### src/rtl/led_pattern_gen.sv
// Multi-mode LED pattern generator: prescaled step pulse driving flash, rotate-left,
// rotate-right and ping-pong patterns on the board LED bank.
module led_pattern_gen #(
    parameter int NB_LEDS = 4,
    parameter int NB_CNT  = 32,
    parameter int LIMIT0  = 25_000_000,
    parameter int LIMIT1  = 50_000_000,
    parameter int LIMIT2  = 100_000_000,
    parameter int LIMIT3  = 200_000_000
) (
    input  logic               clock,
    input  logic               i_reset,
    input  logic               i_valid,
    input  logic [1:0]         i_mode,
    input  logic [1:0]         i_period_sel,
    output logic [NB_LEDS-1:0] o_led,
    output logic               o_step,
    output logic               o_dir
);

    typedef enum logic [1:0] {
        MODE_FLASH = 2'b00,
        MODE_ROTL  = 2'b01,
        MODE_ROTR  = 2'b10,
        MODE_PING  = 2'b11
    } mode_t;

    localparam logic [NB_CNT-1:0]  LIM0_M1   = NB_CNT'(LIMIT0 - 1);
    localparam logic [NB_CNT-1:0]  LIM1_M1   = NB_CNT'(LIMIT1 - 1);
    localparam logic [NB_CNT-1:0]  LIM2_M1   = NB_CNT'(LIMIT2 - 1);
    localparam logic [NB_CNT-1:0]  LIM3_M1   = NB_CNT'(LIMIT3 - 1);
    localparam logic [NB_LEDS-1:0] SEED_ONE  = {{(NB_LEDS-1){1'b0}}, 1'b1};
    localparam logic [NB_LEDS-1:0] SEED_ALL  = {NB_LEDS{1'b1}};

    mode_t              mode;
    logic [NB_CNT-1:0]  cnt;
    logic [NB_CNT-1:0]  limit_m1;
    logic [NB_LEDS-1:0] next_led;
    logic               next_dir;
    logic               mode_change;

    always_comb begin
        limit_m1 = LIM0_M1;
        unique case (i_period_sel)
            2'd0: limit_m1 = LIM0_M1;
            2'd1: limit_m1 = LIM1_M1;
            2'd2: limit_m1 = LIM2_M1;
            2'd3: limit_m1 = LIM3_M1;
        endcase
    end

    assign mode_change = (mode_t'(i_mode) != mode);

    // Ping-pong flips direction in the same update that lands on an end LED,
    // so each end is lit for a single period.
    always_comb begin
        next_led = o_led;
        next_dir = o_dir;
        unique case (mode)
            MODE_FLASH: next_led = ~o_led;
            MODE_ROTL:  next_led = {o_led[NB_LEDS-2:0], o_led[NB_LEDS-1]};
            MODE_ROTR:  next_led = {o_led[0], o_led[NB_LEDS-1:1]};
            MODE_PING: begin
                if (!o_dir) begin
                    next_led = {o_led[NB_LEDS-2:0], 1'b0};
                    next_dir = o_led[NB_LEDS-2];
                end else begin
                    next_led = {1'b0, o_led[NB_LEDS-1:1]};
                    next_dir = ~o_led[1];
                end
            end
        endcase
    end

    // A mode change outranks a coincident step; the >= compare keeps a shrinking
    // period from wrapping the whole counter range.
    always_ff @(posedge clock) begin
        if (i_reset) begin
            mode   <= MODE_FLASH;
            cnt    <= '0;
            o_led  <= SEED_ALL;
            o_step <= 1'b0;
            o_dir  <= 1'b0;
        end else if (mode_change) begin
            mode   <= mode_t'(i_mode);
            cnt    <= '0;
            o_led  <= (mode_t'(i_mode) == MODE_FLASH) ? SEED_ALL : SEED_ONE;
            o_step <= 1'b0;
            o_dir  <= 1'b0;
        end else if (i_valid) begin
            if (cnt >= limit_m1) begin
                cnt    <= '0;
                o_led  <= next_led;
                o_dir  <= next_dir;
                o_step <= 1'b1;
            end else begin
                cnt    <= cnt + NB_CNT'(1);
                o_step <= 1'b0;
            end
        end else begin
            o_step <= 1'b0;
        end
    end

endmodule

### config.mk
export PLATFORM = sky130hd
export DESIGN_NAME = led_pattern_gen
export DESIGN_NICKNAME = d
export VERILOG_FILES = /design/src/rtl/led_pattern_gen.sv
export SDC_FILE = /design/constraint.sdc
export NUM_CORES = 1
export LEC_CHECK = 0
export BUFFER_PORTS_ARGS = -buffer_cell sky130_fd_sc_hd__buf_2
export CORE_MARGIN = 1.5
export CORE_UTILIZATION = 25
export DETAILED_ROUTE_END_ITERATION = 8
export HOLD_SLACK_MARGIN = 0.15
export MAX_ROUTING_LAYER = met4
export PLACE_DENSITY = 0.4
export SYNTH_ARGS = -nofsm -noshare
export SYNTH_HDL_FRONTEND = slang
export SYNTH_SLANG_ARGS = --single-unit
### constraint.sdc
create_clock -name clock -period 2.2 [get_ports clock]
set_clock_uncertainty 0.1 [all_clocks]
set_input_delay 0.44 -clock clock [delete_from_list [all_inputs] [get_ports clock]]
set_output_delay 0.44 -clock clock [all_outputs]
set_load 0.05 [all_outputs]
==> run summary, run 1 <==
Among all flip-flop cells after synthesis, the most frequent one is sky130_fd_sc_hd__dfxtp_1. Worst min-delay path class: in2reg. The via count was 2,111; the worst setup slack before clock tree synthesis was -0.441 ns. The floorplan step set the die width to 102 microns. The insertion delay of the later-clocked pin in the worst-skew pair is 0.28 ns.

The most common library cell in the layout ignoring fill and taps was sky130_fd_sc_hd__dfxtp_1. The repair_antennas step left the layout with diodes totalling 0. The startpoint of the worst setup timing path is i_period_sel[0]. Synthesis handed over a netlist of 289 instances. In this run the static leakage power is 1.17 nW. The all-layer global routing usage was 0.123.

The number of warnings printed during yosys synthesis is 0, and the number of cells on the worst reg-to-reg path is 8. The sequential area share after synthesis came out at 0.328. The flow ran to the end, but the final reports show violations.

The net count of the finished layout is 355, and the final critical-path share of the clock period is 1.02. The worst-case IR drop observed on VDD is 0.303 mV. Across the run, the number of max-cap violations was 0. The final layout contains routed wiring with a total length of 6140 microns. The average cell area after synthesis works out to 8.46 sq um. For this run, the number of standard cells in the final layout without fillers is 459. The netlist uses 44 different library cells. For the finished layout, the period the worst path requires is 2.25 ns. Summed over all instances, the cell type with the most area after synthesis is sky130_fd_sc_hd__dfxtp_1. The via count normalized by instance count works out to 4.60. The startpoint identified for the worst register-to-register timing path is cnt[7]. TritonCTS built the clock tree.

For the total congestion overflow after global routing, the log shows 0. The signal on the critical path passes through buf_12, nor2_4, ha_4, nand4_1, nor4_2, a2111o_1, a2bb2oi_4, nand2_4, clkbuf_16, nor2_1. Yosys attributes the largest share of cell area to sky130_fd_sc_hd__dfxtp_1 (33%), sky130_fd_sc_hd__ha_1 (9.2%), sky130_fd_sc_hd__xnor2_1 (6.8%). The post-placement cell count is 447. Broken down by cell family, the worst path's largest delay share belongs to compound AO/OA/AOI/OAI gates. The number of rows in the core area was 35. The count of pins on the block boundary is 13, and the post-synth design cell area is 2440 sq um.

At the end of routability-driven placement, the weighted congestion stood at 0.806. Element type at the critical path start: an input pin. The die covers 10,400 sq um. The number of buffers and inverters on the critical path is 2.

Once detailed placement completed, the half-perimeter wirelength came to 4310 microns. STA classifies the critical path endpoint as a register. The total setup violations reported at the end of the flow is 31, and the fraction of final layout cells sized beyond drive strength 1 is 0.276. After detailed routing, the number of remaining DRC violations is 0. The top-area cell type share of the netlist area was 0.328. Clock tree root driver cell: sky130_fd_sc_hd__clkbuf_8.

After clock tree synthesis, the clock-pin slew on the worst setup and hold paths is 0.08 ns. The tools report the capture point of the worst reg-to-reg path as cnt[29]. In this run, synthesis produced a sequential element count of 40. Based on the critical path, the design can be clocked at up to 0.445 GHz. The largest fanout on the critical path is 7, and the layout-stage area growth over the synthesis result is 29.8%.

The async set or reset register ratio after synthesis is 0. The detail-routed net length per standard cell was 13.4 microns. Clock tree synthesis found a total of 40 sinks.

The H-tree was split into 2 levels. Number of slew-limit violations in the final report: 0. The logs give 0 for the number of hold violations in the final report and 5 for the number of buffers inserted during clock tree synthesis. Data arrives at the worst endpoint at 2.38 ns. The library cells used most frequently in the layout, excluding fill and tap cells, are sky130_fd_sc_hd__dfxtp_1 (40), sky130_fd_sc_hd__nor2_1 (34), sky130_fd_sc_hd__buf_4 (26). The tools report the maximum number of pins on one net before global-route repair as 30. The tools report the worst-case register-to-register setup slack as 0 ns. The synthesized design contains 0 enable-type register cells. The clock passes through at most 2 buffers. The tools report the first-pass iteration count of the detailed router as 4. The power density over the cells is 450 nW/um^2, and the number of antenna violations at the first check in global routing is 0.

The least setup slack across all paths after layout was -0.0494 ns. From bottom edge to top edge, the die measures 102 microns. The critical path crosses 10 cells after its start point.

The transition time at the pin with the least slew margin is 0.367 ns. For the required time of the worst setup path, the log shows 2.33 ns. The via count of the first global-routing pass is 1,945. The final reports fail on setup timing. The global-route wire length before repair was 9640 microns.

The run gives 0 as the remaining antenna violation count. In this run, the number of DRC markers left after iteration 0 of detailed routing was 76. The most critical setup path has its endpoint at cnt[29]. Buffers placed on the I/O ports in this run total 12.

After floorplanning, the core was sized to cover 9370 sq um. Largest stage delay on the critical path: 0.48 ns. The critical setup path kind is in2reg.

Among all stages on the critical path, the largest delay is contributed by sky130_fd_sc_hd__a2111o_1. The relative slew slack was 0.755. Setup repair after global routing could not meet its margin everywhere. The number of nets handed over by synthesis was 314. The initial core utilization came out at 0.261.
sequential cells by signal, summed over array words and instances (netlist names):
| name | flops |
|---|---|
| cnt | 32 |
| mode | 2 |
| o_dir | 1 |
| o_led | 4 |
| o_step | 1 |
cell families (layout without fill, tap and decap cells):
family | count (synthesis) | count (layout) | synth area share
buffers and inverters | 24 | 65 | 0.0435
multiplexers | 2 | 2 | 0.00819
AND/OR/NAND/NOR | 137 | 137 | 0.310
AO/OA/AOI/OAI | 37 | 37 | 0.108
adder cells (fa/ha/maj) | 18 | 18 | 0.0921
XOR/XNOR | 31 | 31 | 0.111
flip-flops | 40 | 40 | 0.328
Yosys cell counts (2+ instances only):
cell type                  instances
sky130_fd_sc_hd__nor2_1           40
sky130_fd_sc_hd__and4_1            4
sky130_fd_sc_hd__mux2i_1           2
sky130_fd_sc_hd__a21boi_0          3
sky130_fd_sc_hd__nand3_1          13
sky130_fd_sc_hd__clkbuf_1          6
sky130_fd_sc_hd__dfxtp_1          40
sky130_fd_sc_hd__nand2b_1          2
sky130_fd_sc_hd__o22ai_1           6
sky130_fd_sc_hd__nor2b_1           4
sky130_fd_sc_hd__xor2_1           12
sky130_fd_sc_hd__nor3b_1           3
sky130_fd_sc_hd__buf_6             2
sky130_fd_sc_hd__nor2_4           10
sky130_fd_sc_hd__nand2_1          22
sky130_fd_sc_hd__ha_1             18
sky130_fd_sc_hd__nand4_1          11
sky130_fd_sc_hd__inv_1            15
sky130_fd_sc_hd__nor4_1            3
sky130_fd_sc_hd__o21ai_0           7
sky130_fd_sc_hd__and2_1            4
sky130_fd_sc_hd__and3_1            8
sky130_fd_sc_hd__nor3_1            6
sky130_fd_sc_hd__or3_1             2
sky130_fd_sc_hd__xnor2_1          19
sky130_fd_sc_hd__a21oi_1           9
how the worst min path moves through the flow:
stage	from	to	slack, ns	cells past startpoint
global placement	cnt[5]	cnt[5]	0.41	2
detailed placement	o_dir	o_dir	0.41	2
floorplan	cnt[1]	cnt[1]	0.38	2
CTS	i_reset	mode[0]	0.33	2
global route	i_mode[1]	mode[1]	0.35	2
finish	i_reset	mode[0]	0.35	2
what timing repair did:
item | 4_1_cts | 5_1_grt
pin swaps | 4 | 13
cloned | 0 | 3
hold buffers | 0 | 0
endpoints found under the setup margin | 35 | 36
hold endpoints to repair | 0 | 0
buffers inserted | 2 | 0
gates resized for setup | 3 | 31
worst register-to-register path, stage by stage (launching register included):
cell	delay (ns)
sky130_fd_sc_hd__dfxtp_1	0.32
sky130_fd_sc_hd__ha_1	0.32
sky130_fd_sc_hd__a21oi_2	0.15
sky130_fd_sc_hd__o21ai_0	0.09
sky130_fd_sc_hd__a2111o_1	0.43
sky130_fd_sc_hd__a2bb2oi_4	0.28
sky130_fd_sc_hd__nand2_4	0.14
sky130_fd_sc_hd__clkbuf_16	0.21
sky130_fd_sc_hd__nor2_1	0.10
layout make-up:
cell class | count | area [sq um]
fill | 1019 | 6200
multi-input combinational | 225 | 1700
sequential | 40 | 801
timing repair buffer | 43 | 369
tap | 129 | 161
clock buffer | 5 | 68.8
inverter | 15 | 60.1
clock inverter | 2 | 12.5
report_power, final:
group / internal (W) / switching [W]
clock network: 0.000215 / 0.000258
logic: 0.0000823 / 0.000123
registers: 0.000733 / 0.0000168
total: 0.00103 / 0.000398
per-stage QoR:
stage | cell area (sq um) | hold WS, ns | power (W) | utilization | setup TNS (ns)
6_report | 3170 | 0.354 | 0.00143 | 0.339 | -0.666
3_3_place_gp | 2850 | 0.407 | 0.000936 | 0.304 | -14.77
2_1_floorplan | 2480 | 0.376 | 0.000889 | - | -0.491
5_1_grt | 3170 | 0.345 | 0.00152 | 0.339 | -3.27
4_1_cts | 2950 | 0.327 | 0.00143 | 0.315 | -0.00271
3_5_place_dp | 2850 | 0.408 | 0.000935 | 0.304 | -15.24
metal layers:
layer / global-route usage / up-vias / wire [microns]
li1: - / 1085 / -
met2: 0.184 / 19 / 2860
met5: - / - / 0
met3: 0.0253 / 2 / 110
met4: 0.0285 / 0 / 19
met1: 0.171 / 1005 / 3150
Power figures use the tool's default switching activity.
==> run 2, diff against run 1 <==
--- a/config.mk
+++ b/config.mk
@@ -6,12 +6,15 @@
 export NUM_CORES = 1
 export LEC_CHECK = 0
 export BUFFER_PORTS_ARGS = -buffer_cell sky130_fd_sc_hd__buf_2
+export CELL_PAD_IN_SITES_DETAIL_PLACEMENT = 0
+export CELL_PAD_IN_SITES_GLOBAL_PLACEMENT = 1
 export CORE_MARGIN = 1.5
 export CORE_UTILIZATION = 25
 export DETAILED_ROUTE_END_ITERATION = 8
+export GPL_TIMING_DRIVEN = 0
 export HOLD_SLACK_MARGIN = 0.15
 export MAX_ROUTING_LAYER = met4
-export PLACE_DENSITY = 0.4
+export PLACE_DENSITY = 0.49
 export SYNTH_ARGS = -nofsm -noshare
 export SYNTH_HDL_FRONTEND = slang
 export SYNTH_SLANG_ARGS = --single-unit
==> run 2 against run 1 <==
Die area did not move. Largest cell class unchanged. The run still ends with setup timing left. Maximum frequency rose by 1.4%. Global-route usage rose by 0.80 points. Worst hold slack improved by 0.0015 ns.
==> run summary, run 2 (synthesis results as in run 1) <==
Total congestion overflow after global routing: 0 (unchanged). For the number of slew-limit violations in the final report, the log shows 0 (unchanged). The required time of the worst setup path came out at 2.34 ns (about the same). The worst-case register-to-register setup slack was 0.02 ns (+0.02 ns).

The number of hold violations in the final report came out at 0 (unchanged). For the total setup violations reported at the end of the flow, the log shows 4 (-87%). Setup repair after global routing could not meet its margin everywhere.

The detail-routed net length per standard cell is 13.5 microns (+0.58%), and the net count of the finished layout is 341 (-3.9%). The run gives -0.0182 ns (+0.0313 ns) as the least setup slack across all paths after layout. The flip-flop count of the largest register after layout was 32 (unchanged); the placeable core area was 9370 sq um (unchanged). The setup path with the least slack is of type in2reg. For the leakage component of the power, the log shows 1.11 nW (-4.6%). The detailed router's first-iteration violation count was 33 (-57%). The largest fanout on the critical path came out at 5 (-2). For the highest clock frequency the design can meet, the log shows 0.451 GHz (+1.4%). The most common library cell in the layout ignoring fill and taps was sky130_fd_sc_hd__dfxtp_1. The fraction of final layout cells sized beyond drive strength 1 is 0.268 (-0.00762), and the transition time at the pin with the least slew margin is 0.501 ns (+0.133 ns).

The all-layer global routing usage is 0.131 (+0.00802). The final reports fail on setup timing. The worst setup path is captured at a register. The remaining antenna violation count is 0 (unchanged). The number of max-cap violations is 0 (unchanged), and the count of pins on the block boundary is 13 (unchanged). The die outline height was 102 microns (unchanged); the relative slew slack was 0.665 (-0.0899). The worst min-delay path class is in2reg. The CTS H-tree depth was 2 (unchanged); the time the final worst path needs with I/O delays and setup was 2.22 ns (-0.0313 ns).

The tools report the element type at the critical path start as an input pin. The number of buffers inserted by port buffering was 9 (-3). The number of antenna violations at the first check in global routing was 0 (unchanged); the clock input transition at the sequential cells of the worst setup and hold paths was 0.09 ns (about the same). Maximum number of pins on one net before global-route repair: 14 (-53%).

cnt holds more flip-flops than any other register. The tools report the maximum resistive drop on vdd as 0.229 mV (-25%). The logs give 0.341 (+0.00200) for the final cell utilization of the core and 0.261 (unchanged) for the initial core utilization. The tools report the clock tree root driver cell as sky130_fd_sc_hd__clkbuf_8. For the antenna diode count, the log shows 0 (unchanged). The width of the chip was 102 microns (unchanged); the power density over the cells was 500 nW/um^2 (+11%). The tools report the hold-fix buffer count after cts as 0 (unchanged).

The logs give 6000 microns (-2.3%) for the final routed wirelength across all metal layers and 0.30 ns (+0.02 ns) for the insertion delay of the later-clocked pin in the worst-skew pair. The total of fill cells in the finished design is 991 (-2.7%), and the weighted congestion at the end of routability-driven global placement is 0.791 (-1.9%). Via count of the first global-routing pass: 1,937 (-0.41%).

The maximum number of buffers from clock root to sink is 2 (unchanged), and the via count is 2,038 (-3.5%). The run finished, with violations left. The detailed placer's ending HPWL came out at 4240 microns (-1.7%). The layout-stage area growth over the synthesis result is 30.6%, and the number of sinks on the clock net is 40 (unchanged). The number of rows in the core area is 35 (unchanged). Post-route DRC violation count: 0 (unchanged). Global-route wire length before repair: 10,200 microns (+6.3%).

TritonCTS built the clock tree. The die area is 10,400 sq um (unchanged). For the first-pass iteration count of the detailed router, the log shows 4 (unchanged).

The largest registers in the layout are cnt: 32 flops, o_led: 4 flops, mode: 2 flops. The final critical-path share of the clock period is 1.01 (-0.0142), and the via count normalized by instance count is 4.57 (-0.64%). The tools report the number of buffers inserted during clock tree synthesis as 5 (unchanged).

The run gives -0.0414 ns (+0.625 ns) as the setup TNS. The top cell types in the final layout, fill and taps aside, are sky130_fd_sc_hd__dfxtp_1 (37), sky130_fd_sc_hd__nor2_1 (28), sky130_fd_sc_hd__nand2_1 (20). Arrival time of the worst setup path: 2.36 ns (-0.02 ns).
-- run 2: cell count changes in the layout (fill, tap and decap cells not counted), sizes merged --
cell      delta
clkbuf       +3
clkinvlp     -1
bufinv       +1
buf         -17
inv          +1
-- run 2: final timing paths --
check	from	to	cells past startpoint
worst max-delay path	i_period_sel[0]	o_dir	11
worst min-delay path	i_mode[1]	mode[1]	2
worst max register to register	cnt[26]	o_dir	8
worst min register to register	cnt[1]	cnt[1]	2
-- run 2: power by group --
| part | internal (W) | switching [W] |
|---|---|---|
| Combinational | 0.0000883 | 0.000130 |
| Sequential | 0.000734 | 0.0000129 |
| Clock | 0.000336 | 0.000294 |
| Total | 0.00116 | 0.000437 |
-- run 2: area by class of cell --
cell class / instances / area [sq um] / area share
Buffer: 9 / 66.3 / 0.0208
Clock buffer: 5 / 68.8 / 0.0216
Clock inverter: 3 / 42.5 / 0.0133
Inverter: 15 / 61.3 / 0.0192
Multi-Input combinational cell: 225 / 1780 / 0.557
Sequential cell: 40 / 805 / 0.252
Tap cell: 129 / 161 / 0.0506
Timing Repair Buffer: 20 / 209 / 0.0655
-- run 2: what timing repair did --
action	4_1_cts	5_1_grt
endpoints found under the setup margin	37	35
gates resized for setup	36	30
buffers inserted	10	0
pin swaps	15	15
cloned	1	0
-- run 2: worst max-delay path, stage by stage --
cell and delay, ns:
sky130_fd_sc_hd__buf_12 0.12, sky130_fd_sc_hd__nor2_4 0.11, sky130_fd_sc_hd__inv_2 0.06, sky130_fd_sc_hd__ha_4 0.26
sky130_fd_sc_hd__nand4_1 0.13, sky130_fd_sc_hd__and4bb_2 0.36, sky130_fd_sc_hd__and2_4 0.16, sky130_fd_sc_hd__a2bb2oi_4 0.06
sky130_fd_sc_hd__buf_4 0.14, sky130_fd_sc_hd__or4_1 0.39, sky130_fd_sc_hd__a21boi_1 0.13
-- run 2: layer usage --
layer,wire length (microns),vias up,global-route usage
met1,3250,962,0.190
li1,-,1060,-
met5,0,-,-
met3,116,4,0.0253
met4,51,0,0.0348
met2,2580,12,0.185
-- run 2: metrics by stage --
step | area [sq um] | hold slack [ns] | setup WS, ns | cells | power, W
after detailed placement | 2690 | 0.405 | -0.662 | 427 | 0.000934
after global routing | 3190 | 0.337 | -0.108 | 446 | 0.00168
after global placement | 2690 | 0.403 | -0.648 | 427 | 0.000935
final | 3190 | 0.356 | -0.0182 | 446 | 0.00159
after CTS | 3080 | 0.342 | -0.00972 | 446 | 0.00161
after floorplan | 2480 | 0.376 | -0.0463 | 289 | 0.000889
==> run 3, diff against run 2 <==
==> config.mk (replaced) <==
export PLATFORM = sky130hd
export DESIGN_NAME = led_pattern_gen
export DESIGN_NICKNAME = d
export VERILOG_FILES = /design/src/rtl/led_pattern_gen.sv
export SDC_FILE = /design/constraint.sdc
export NUM_CORES = 1
export LEC_CHECK = 0
export CELL_PAD_IN_SITES_DETAIL_PLACEMENT = 0
export CELL_PAD_IN_SITES_GLOBAL_PLACEMENT = 1
export CORE_MARGIN = 1.5
export CORE_UTILIZATION = 25
export DETAILED_ROUTE_END_ITERATION = 8
export DONT_BUFFER_PORTS = 1
export GPL_TIMING_DRIVEN = 0
export HOLD_SLACK_MARGIN = 0.15
export MAX_ROUTING_LAYER = met4
export PLACE_DENSITY = 0.47
export SYNTH_ARGS = -nofsm -noshare
export SYNTH_HDL_FRONTEND = slang
export SYNTH_SLANG_ARGS = --single-unit
==> run 3 against run 2 <==
The flow still finishes with violations (setup timing). Critical endpoint is now cnt[12]. Design area is 3.0% lower. Largest power group unchanged. Setup slack worse by 0.00097 ns. First-iteration DRC count is 42% higher. Core utilization is 1.0 points lower. Register-to-register slack worse by 0.04 ns.
==> run summary, run 3 (synthesis results as in run 1) <==
The tools report the all-layer global routing usage as 0.127 (-0.00380). The element type at the critical path start was an input pin. Net count of the finished layout: 334 (-2.1%).

Walking the worst path, the cells encountered are nor2_4, inv_2, ha_4, nor4_4, nor3_4, a2111o_1, a2bb2oi_4, nand2_2, buf_8, clkbuf_16, nor2_4. The highest clock frequency the design can meet is 0.451 GHz (about the same). The insertion delay of the later-clocked pin in the worst-skew pair is 0.30 ns (about the same). TritonCTS built the clock tree.

The weighted congestion at the end of routability-driven global placement is 0.755 (-4.5%), and the transition time at the pin with the least slew margin is 0.669 ns (+0.169 ns). The flip-flop count of the largest register after layout is 32 (unchanged), and the maximum number of pins on one net before global-route repair is 13 (-1). The number of buffers inserted by port buffering came out at 0 (-9).

The number of antenna violations at the first check in global routing was 0 (unchanged). The checks that failed: setup timing. The time the final worst path needs with I/O delays and setup was 2.22 ns (+0.000969 ns); the initial core utilization was 0.261 (unchanged). The largest registers in the layout are cnt: 32 flops, o_led: 4 flops, mode: 2 flops. The critical setup path kind is in2reg. The setup TNS is -0.0660 ns (-0.0246 ns). The run gives 1,934 (-0.15%) as the via count of the first global-routing pass. The nature of the critical path endpoint was a register. The placeable core area came out at 9370 sq um (unchanged). The final routed wirelength across all metal layers was 5980 microns (-0.43%); the final critical-path share of the clock period was 1.01 (about the same). The tools report the number of slew-limit violations in the final report as 0 (unchanged). Worst min-delay path class: in2reg.

The hold-critical path depth is 1 (-1), and the via count is 2,023 (-0.74%). The total of fill cells in the finished design is 1,023 (+3.2%). Number of buffers inserted during clock tree synthesis: 5 (unchanged). Ranked by flip-flop count, first place goes to cnt. The cell occurring most often along the worst timing path was sky130_fd_sc_hd__nor2_4.

The least setup slack across all paths after layout is -0.0191 ns (-0.000969 ns). The number of rows in the core area is 35 (unchanged), and the largest stage delay on the critical path is 0.45 ns (+0.06 ns). The hold-fix buffer count after cts was 0 (unchanged); the power density over the cells was 471 nW/um^2 (-5.6%). The largest individual stage delay along the critical path comes from the cell sky130_fd_sc_hd__a2111o_1. The most common library cell in the layout ignoring fill and taps was sky130_fd_sc_hd__nor2_1.

For the maximum resistive drop on vdd, the log shows 0.229 mV (+0.30%). In the layout the commonest cells are sky130_fd_sc_hd__nor2_1 (31), sky130_fd_sc_hd__dfxtp_1 (29), sky130_fd_sc_hd__nand2_1 (20). The count of pins on the block boundary is 13 (unchanged), and the largest fanout on the critical path is 8 (+3). The fraction of final layout cells sized beyond drive strength 1 was 0.268 (-0.000397); the detailed router's first-iteration violation count was 47 (+42%). The total congestion overflow after global routing was 0 (unchanged); the maximum number of buffers from clock root to sink was 2 (unchanged). The total setup violations reported at the end of the flow was 8 (+4); the number of cells on the critical path was 11 (unchanged). The area used by sequential logic in the layout was 825 sq um (+2.5%). The tools report the final cell utilization of the core as 0.330 (-0.0101).

For the worst setup slack before clock tree synthesis, the log shows -0.419 ns (+0.243 ns). The relative slew slack was 0.553 (-0.112). The flow ran to the end, but the final reports show violations.

The clock input transition at the sequential cells of the worst setup and hold paths came out at 0.08 ns (about the same). The tools report the number of sinks on the clock net as 40 (unchanged). For the antenna diode count, the log shows 0 (unchanged). The detail-routed net length per standard cell came out at 13.6 microns (+1.2%). The global-route wire length before repair came out at 10,100 microns (-1.6%). The tree is rooted in a sky130_fd_sc_hd__clkbuf_8. The number of max-cap violations came out at 0 (unchanged). The number of cells on the worst reg-to-reg path was 10 (+2). The cell class contributing the biggest share of worst-path delay is compound AO/OA/AOI/OAI gates. Setup repair after global routing could not meet its margin everywhere. The logs give 2.35 ns (about the same) for the arrival time of the worst setup path and 4 (unchanged) for the first-pass iteration count of the detailed router. The via count normalized by instance count was 4.61 (+0.85%); the die outline height was 102 microns (unchanged).

The buffering stage count on the worst path with inverters included works out to 3 (unchanged). The remaining antenna violation count is 0 (unchanged). The leakage component of the power is 1.07 nW (-3.5%), and the layout-stage area growth over the synthesis result is 26.7%. Post-route DRC violation count: 0 (unchanged). The required time of the worst setup path came out at 2.33 ns (about the same). The die area is 10,400 sq um (unchanged), and the detailed placer's ending HPWL is 4240 microns (about the same). The number of hold violations in the final report was 0 (unchanged). The footprint of the multi-input gates was 1760 sq um (-1.3%); the CTS H-tree depth was 2 (unchanged). Width of the chip: 102 microns (unchanged).
run 3: cell types whose count changed in the layout (fill, tap and decap cells not counted), sizes merged:
cell	previous run	this run
bufinv	1	0
clkinv	1	2
clkbuf	10	13
clkinvlp	1	0
buf	24	15
run 3: where the power goes:
group	leakage (nW)	total [W]	internal, W	switching (W)
registers	0.331	0.000768	0.000728	0.0000401
clock network	0.0510	0.000534	0.000251	0.000283
logic	0.693	0.000158	0.0000691	0.0000887
total	1.07	0.00146	0.00105	0.000412
run 3: worst paths after layout:
kind	start	to	slack [ns]
setup / recovery	i_period_sel[0]	cnt[12]	-0.02
setup reg to reg	cnt[15]	cnt[12]	-0.02
hold / removal	i_mode[1]	mode[1]	0.17
hold reg to reg	cnt[1]	cnt[1]	0.42
run 3: layout make-up:
cell class | instances | area share
inverters | 15 | 0.0182
well taps | 129 | 0.0521
clock buffers | 6 | 0.0267
clock inverters | 2 | 0.00323
multi-input cells | 225 | 0.567
plain buffers | 9 | 0.0214
flip-flops and latches | 40 | 0.266
repair buffers | 13 | 0.0453
run 3: per-stage QoR:
stage	cell area, sq um	hold slack [ns]	cells	power [W]
global placement	2640	0.402	418	0.000923
global route	3100	0.155	439	0.00154
detailed placement	2640	0.408	418	0.000920
floorplan	2480	0.376	289	0.000889
CTS	2860	0.157	431	0.00147
finish	3100	0.170	439	0.00146
run 3: routing by layer:
| layer | vias to the layer above | share of wire | track usage | routed length [microns] |
|---|---|---|---|---|
| li1 | 1050 | - | - | - |
| met2 | 13 | 0.45 | 0.193 | 2670 |
| met3 | 5 | 0.023 | 0.0253 | 140 |
| met5 | - | 0 | - | 0 |
| met1 | 955 | 0.52 | 0.174 | 3120 |
| met4 | 0 | 0.0082 | 0.0316 | 49 |
run 3: what timing repair did:
item	CTS	global route
pin swaps	2	18
gates resized for setup	19	37
endpoints found under the setup margin	33	30
cloned	0	1
buffers inserted	5	7
